--- src/rtl/pb_conditioner_if.sv ---
// Bus between the pushbutton conditioner (slave) and the processor/board side (master).
// The release pulse is named release_pulse because "release" is a reserved word.
interface pb_conditioner_if;
  logic [3:0] btn_raw;
  logic       rd_ack;
  logic [3:0] pushbuttons;
  logic [3:0] db_level;
  logic [3:0] press;
  logic [3:0] release_pulse;
  logic       any_latched;

  modport master (
    output btn_raw,
    output rd_ack,
    input  pushbuttons,
    input  db_level,
    input  press,
    input  release_pulse,
    input  any_latched
  );

  modport slave (
    input  btn_raw,
    input  rd_ack,
    output pushbuttons,
    output db_level,
    output press,
    output release_pulse,
    output any_latched
  );
endinterface

--- src/rtl/pb_conditioner.sv ---
// Four-channel pushbutton synchroniser, debouncer and press latch.
// Each channel feeds the processor's pushbuttons port with either its debounced level or its press latch.
module pb_conditioner #(
  parameter int CNT_W           = 16,
  parameter int DEBOUNCE_CYCLES = 50000,
  parameter bit STICKY          = 1'b0
) (
  input logic             clk,
  input logic             reset,
  pb_conditioner_if.slave pb
);

  localparam longint MAX_LEGAL = (64'sd1 <<< CNT_W) - 64'sd1;

  generate
    if (DEBOUNCE_CYCLES < 1 || longint'(DEBOUNCE_CYCLES) > MAX_LEGAL) begin : g_bad_cfg
      $error("pb_conditioner: DEBOUNCE_CYCLES must be within 1 .. 2**CNT_W-1");
    end
  endgenerate

  localparam logic [CNT_W-1:0] CNT_LAST = CNT_W'(DEBOUNCE_CYCLES - 1);

  logic [3:0] lat_all;

  assign pb.any_latched = |lat_all;

  genvar gi;
  generate
    for (gi = 0; gi < 4; gi++) begin : g_ch
      logic             s1_q, s1_d;
      logic             s2_q, s2_d;
      logic             db_q, db_d;
      logic             press_q, press_d;
      logic             rel_q, rel_d;
      logic             lat_q, lat_d;
      logic [CNT_W-1:0] cnt_q, cnt_d;

      always_comb begin
        s1_d    = pb.btn_raw[gi];
        s2_d    = s1_q;
        cnt_d   = cnt_q;
        db_d    = db_q;
        press_d = 1'b0;
        rel_d   = 1'b0;
        // Any sample matching the accepted level throws away the partial count.
        if (s2_q == db_q) begin
          cnt_d = '0;
        end else if (cnt_q == CNT_LAST) begin
          db_d    = s2_q;
          cnt_d   = '0;
          press_d = s2_q;
          rel_d   = ~s2_q;
        end else begin
          cnt_d = cnt_q + 1'b1;
        end
        // A press landing on the same edge as a read survives the clear.
        lat_d = press_d | (lat_q & ~pb.rd_ack);
      end

      always_ff @(posedge clk or posedge reset) begin
        if (reset) begin
          s1_q    <= 1'b0;
          s2_q    <= 1'b0;
          db_q    <= 1'b0;
          press_q <= 1'b0;
          rel_q   <= 1'b0;
          lat_q   <= 1'b0;
          cnt_q   <= '0;
        end else begin
          s1_q    <= s1_d;
          s2_q    <= s2_d;
          db_q    <= db_d;
          press_q <= press_d;
          rel_q   <= rel_d;
          lat_q   <= lat_d;
          cnt_q   <= cnt_d;
        end
      end

      assign pb.db_level[gi]      = db_q;
      assign pb.press[gi]         = press_q;
      assign pb.release_pulse[gi] = rel_q;
      assign pb.pushbuttons[gi]   = STICKY ? lat_q : db_q;
      assign lat_all[gi]          = lat_q;
    end
  endgenerate

endmodule

--- src/flat_wrapper.sv ---
// flat-port wrapper written by rule: the top's interface ports become plain ports
module pb_conditioner_flat 
#(
  parameter int CNT_W           = 16,
  parameter int DEBOUNCE_CYCLES = 50000,
  parameter bit STICKY          = 1'b0
)
  (clk, reset, pb_btn_raw, pb_rd_ack, pb_pushbuttons, pb_db_level, pb_press, pb_release_pulse, pb_any_latched);
  pb_conditioner_if pb_i ();
  input logic clk;
  input logic reset;
  input wire logic [$bits(pb_i.btn_raw)-1:0] pb_btn_raw;
  input wire logic [$bits(pb_i.rd_ack)-1:0] pb_rd_ack;
  output wire logic [$bits(pb_i.pushbuttons)-1:0] pb_pushbuttons;
  output wire logic [$bits(pb_i.db_level)-1:0] pb_db_level;
  output wire logic [$bits(pb_i.press)-1:0] pb_press;
  output wire logic [$bits(pb_i.release_pulse)-1:0] pb_release_pulse;
  output wire logic [$bits(pb_i.any_latched)-1:0] pb_any_latched;
  assign pb_i.btn_raw = pb_btn_raw;
  assign pb_i.rd_ack = pb_rd_ack;
  assign pb_pushbuttons = pb_i.pushbuttons;
  assign pb_db_level = pb_i.db_level;
  assign pb_press = pb_i.press;
  assign pb_release_pulse = pb_i.release_pulse;
  assign pb_any_latched = pb_i.any_latched;
  pb_conditioner #(.CNT_W(CNT_W), .DEBOUNCE_CYCLES(DEBOUNCE_CYCLES), .STICKY(STICKY)) u_core (.clk(clk), .reset(reset), .pb(pb_i));
endmodule
--- config.mk ---
export PLATFORM = sky130hd
export DESIGN_NAME = pb_conditioner_flat
export DESIGN_NICKNAME = d
export VERILOG_FILES = /design/src/rtl/pb_conditioner_if.sv /design/src/rtl/pb_conditioner.sv /design/src/flat_wrapper.sv
export SDC_FILE = /design/constraint.sdc
export NUM_CORES = 1
export LEC_CHECK = 0
export CORE_MARGIN = 2
export CORE_UTILIZATION = 53
export DETAILED_ROUTE_END_ITERATION = 10
export GPL_TIMING_DRIVEN = 0
export PLACE_DENSITY = 0.85
export SETUP_SLACK_MARGIN = 0.5
export SYNTH_ARGS = -nofsm -noshare
export SYNTH_HDL_FRONTEND = slang
export SYNTH_SLANG_ARGS = --single-unit
--- constraint.sdc ---
create_clock -name clk -period 2.7 [get_ports clk]
set_input_delay 0.54 -clock clk [delete_from_list [all_inputs] [get_ports clk]]
set_output_delay 0.54 -clock clk [all_outputs]
set_load 0.03 [all_outputs]
* After elaboration in Yosys (flattened, before gate mapping)
Cells that the tools add are included.
** Word-level totals
- Flip-flop bits (word level) :: 88
- Bits of input ports :: 7
** Cells by class
- Bitwise gates (word level) :: 17
- Muxes and demuxes :: 24
- Reduce and logical (&&, ||, !) cells :: 5
- Equality and inequality tests :: 8
- $add $sub $neg :: 4
** Operators by type and width (count)
- 16-bit 2-to-1 mux :: 8
- 16-bit by 1-bit adder with 16-bit output, second input constant :: 4
- 16-bit == test, second input constant :: 4
- 1-bit 2-to-1 mux :: 16
- 1-bit NOT :: 9
- 2-bit AND reduction :: 4
- 1-bit AND :: 4
- 1-bit == test :: 4
- 1-bit OR :: 4
- 4-bit OR reduction :: 1

* Depth between registers and ports, before layout
- Depth in word-level cells :: 4
- Depth in mapped cells :: 6

* Least setup slack after synthesis
OpenSTA, ideal clock, no wires.
- Kind :: reg-to-reg
- Start point :: register u_core.g_ch[1].cnt_q[11]
- End point :: register u_core.g_ch[1].db_q
- Data arrival time :: 1.793 ns
- Stages on the path, launching flop included :: 4
- Setup time :: 0.128 ns
- Setup slack :: 0.779 ns
- Cells stage by stage :: dfrtp_1 -> or4b_1 -> or4_4 -> mux2_1
** Between the ends
- Longest elaborated chain between the ends :: 2
** RTL lines
- from (decl) :: RTL line pb_conditioner.sv:36 : logic [CNT_W-1:0] cnt_q, cnt_d;
- from (signal assigned) :: RTL line pb_conditioner.sv:76 : cnt_q <= cnt_d;
- 16-bit == test :: RTL line pb_conditioner.sv:48 : end else if (cnt_q == CNT_LAST) begin
- 2-bit AND reduction (no source line)
- to (signal assigned) :: RTL line pb_conditioner.sv:64 : db_q <= 1'b0;
- to (signal assigned) :: RTL line pb_conditioner.sv:72 : db_q <= db_d;
- to (decl) :: RTL line pb_conditioner.sv:32 : logic db_q, db_d;
No other way between the ends.
A chain may end at the register's enable or synchronous reset.

* Final worst setup path
- Start point :: register u_core.g_ch[2].db_q
- End point :: output port pb_db_level[2]
** RTL lines
- from (decl) :: RTL line pb_conditioner.sv:32
- from (signal assigned) :: RTL line pb_conditioner.sv:64
- from (signal assigned) :: RTL line pb_conditioner.sv:72
- to (decl) :: RTL line flat_wrapper.sv:15 : output wire logic [$bits(pb_i.db_level)-1:0] pb_db_level;
No word-level cell between the ends.

==> results.yml <==
logic_synthesis:
  synth-edff-count: 0
  yosys-top-cells-area: "dfrtp_1 (55%), xnor2_1 (10%), nor2_1 (6.5%)"
  syn_avg_cell_area_um2: 10.6
  ys_warn_count: 0
  yosys_most_used_dff: "dfrtp_1"
  synth_nets: 389
  async_reset_ff_frac: 1.00
  syn_area_mm2: 0.00402
  ys_ff_latch: 88
  synth_area_leader_cell: "dfrtp_1"
  synth.distinct_cells: 35
  postSynthCellCount: 378
  ys_seq_area_frac: 0.548
  netlist.area_leader.share: 0.548
die:
  die_width_um: 91.0
  core_mm2: 0.00729
  rows: 31
  initial_core_util: 0.551
  dieArea_mm2: 0.00829
  die_h_um: 91.0
  ios: 24
hold_path:
  min_path_type: "flop to flop"
  worstHoldStart: "u_core.g_ch[1].s1_q"
final_layout:
  final_cell_count_no_fill: 518
  layout.nets: 426
  mostFrequentLayoutCells: "dfrtp_1 (88), nor2_1 (70), xnor2_1 (47)"
  final_common_cell: "dfrtp_1"
  area_growth_pct: 15.1
  drive_gt1_frac: 0.105
  antenna_cells: 0
  fillers: 575
timing:
  fin_hold_ws_ns: 0.352
  worst_pin_slew_ns: 0.456
  layout_setup_ws_ns: 0.572
  finalClockSkew_ns: 0.00752
  drv_slew: 0
  slew-limit-headroom: 0.695
  setup_viol: 0
  timing.fmax_mhz: 470
  setup_tns_ns: 0
  rsz0062_at_grt: "false"
  fin_crit_ns: 2.13
  fin_crit_sh: 0.788
  hold_viol: 0
route:
  drc: 0
  vias_per_cell: 5.42
  first_pass_iters: 4
  drt_iter0_markers: 117
  wirelength_um: 7190
  avgRoutedWirePerCell_um: 13.9
  antenna_left: 0
  vias: 2805
global_route:
  grt_first_pass_wirelength_um: 12700
  grt_pass1_vias: 2782
  grt_max_degree: 39
  grt-ovfl-total: 0
  antenna_found_initial: 0
  grt_usage: 0.189
cts:
  cts-root-buf: "clkbuf_8"
  path_clk_slew_ns: 0.08
  cts_buffers: 9
  cts_hold_buf: 0
  clkSinkCount: 88
  cts_tree: "built"
  clk_latency_ns: 0.35
  cts_max_level: 3
  clockBufferDepth: 2
worst_setup_path:
  crit_type: "flop to primary output"
  crit_path_start: "u_core.g_ch[2].db_q"
  crit_buf_inv: 2
  cpPeakStageDelay_ns: 0.66
  start_kind: "flop"
  timing.rr.start: "u_core.g_ch[1].cnt_q[4]"
  cp-end-kind: "primary output"
  worst-path-max-fanout: 6
  cp.arrival_ns: 1.59
  crit_chain: "buf_4, clkdlybuf4s50_1"
  required_ns: 2.16
  cp_slowest_cell: "clkdlybuf4s50_1"
  crit_family: "buffers and inverters"
power:
  vdd.ir_drop.worst_v: 0.000332
  power_density_mw_per_mm2: 503
  leakage_nw: 1.99
placement:
  numPortBuffers: 23
  place_ws_ns: 0.569
  dp.cells: 502
  post-dp-hpwl_um: 4970
  gp_congestion: 0.847
run_status:
  outcome: "completed"
run:
  maxCapViolations: 0
==> through the flow <==
step	total power [mW]	instance area, um2	util
3_5_place_dp	1.48	4410	0.605
2_1_floorplan	1.44	4020	-
3_3_place_gp	1.46	4370	0.600
4_1_cts	2.35	4600	0.631
6_report	2.32	4620	0.634
5_1_grt	2.42	4620	0.634
==> cells in the mapped netlist (6+ instances only) <==
master,count
dfrtp_1,88
nor2_1,70
xnor2_1,47
nand3_1,21
nand2_1,17
buf_4,16
nand4_1,16
nor4_1,16
nor3_1,13
xor2_1,12
inv_1,10
nor3b_1,7
and3_1,6
==> final timing paths <==
path	depth (start not counted)	to	slack, ns
min in group asynchronous	2	u_core.g_ch[3].cnt_q[10]	0.54
worst max register to register	5	u_core.g_ch[1].cnt_q[9]	0.63
worst max-delay path	2	pb_db_level[2]	0.57
worst min register to register	0	u_core.g_ch[1].s2_q	0.35
max in group asynchronous	4	u_core.g_ch[2].cnt_q[9]	1.41
worst min-delay path	0	u_core.g_ch[1].s2_q	0.35
==> per-layer routing <==
metal / share of wire / up-vias / track usage / routed length [um]
li1: - / 1357 / - / -
met1: 0.46 / 1376 / 0.252 / 3270
met2: 0.49 / 61 / 0.306 / 3550
met3: 0.030 / 11 / 0.0299 / 219
met4: 0.020 / 0 / 0.0846 / 141
met5: 0 / - / 0 / 0
==> timing repair <==
action | 4_1_cts | 5_1_grt
pin swaps | 0 | 0
endpoints found under the setup margin | 1 | 14
resized for setup | 3 | 5
buffers inserted | 0 | 1
==> sequential cells by signal, indices dropped and copies added, names as in the netlist <==
name                 count
u_core.g_ch.db_q         4
u_core.g_ch.cnt_q       64
u_core.g_ch.s2_q         4
u_core.g_ch.lat_q        4
u_core.g_ch.s1_q         4
u_core.g_ch.rel_q        4
u_core.g_ch.press_q      4
==> cells by family after synthesis <==
logic type | count (synthesis) | share of synthesized area
AO/OA/AOI/OAI | 6 | 0.00997
XOR/XNOR | 59 | 0.129
adder cells (fa/ha/maj) | 4 | 0.0125
buffers and inverters | 30 | 0.0452
flip-flops | 88 | 0.548
multiplexers | 4 | 0.0112
AND/OR/NAND/NOR | 187 | 0.244
==> report_power, final <==
part           leakage (nW)  switching (mW)  internal [mW]
clock                0.0925           0.430          0.447
sequential             1.20          0.0213           1.34
combinational         0.694          0.0550         0.0336
==> layout make-up <==
class	count	area (um2)	area share
Buffer	20	146	0.0317
Clock buffer	12	145	0.0314
Multi-Input combinational cell	260	1640	0.354
Tap cell	99	124	0.0268
Sequential cell	88	2200	0.476
Timing Repair Buffer	26	287	0.0620
Clock inverter	3	42.5	0.00920
Inverter	10	41.3	0.00893
(Power assumes the default switching activity.)
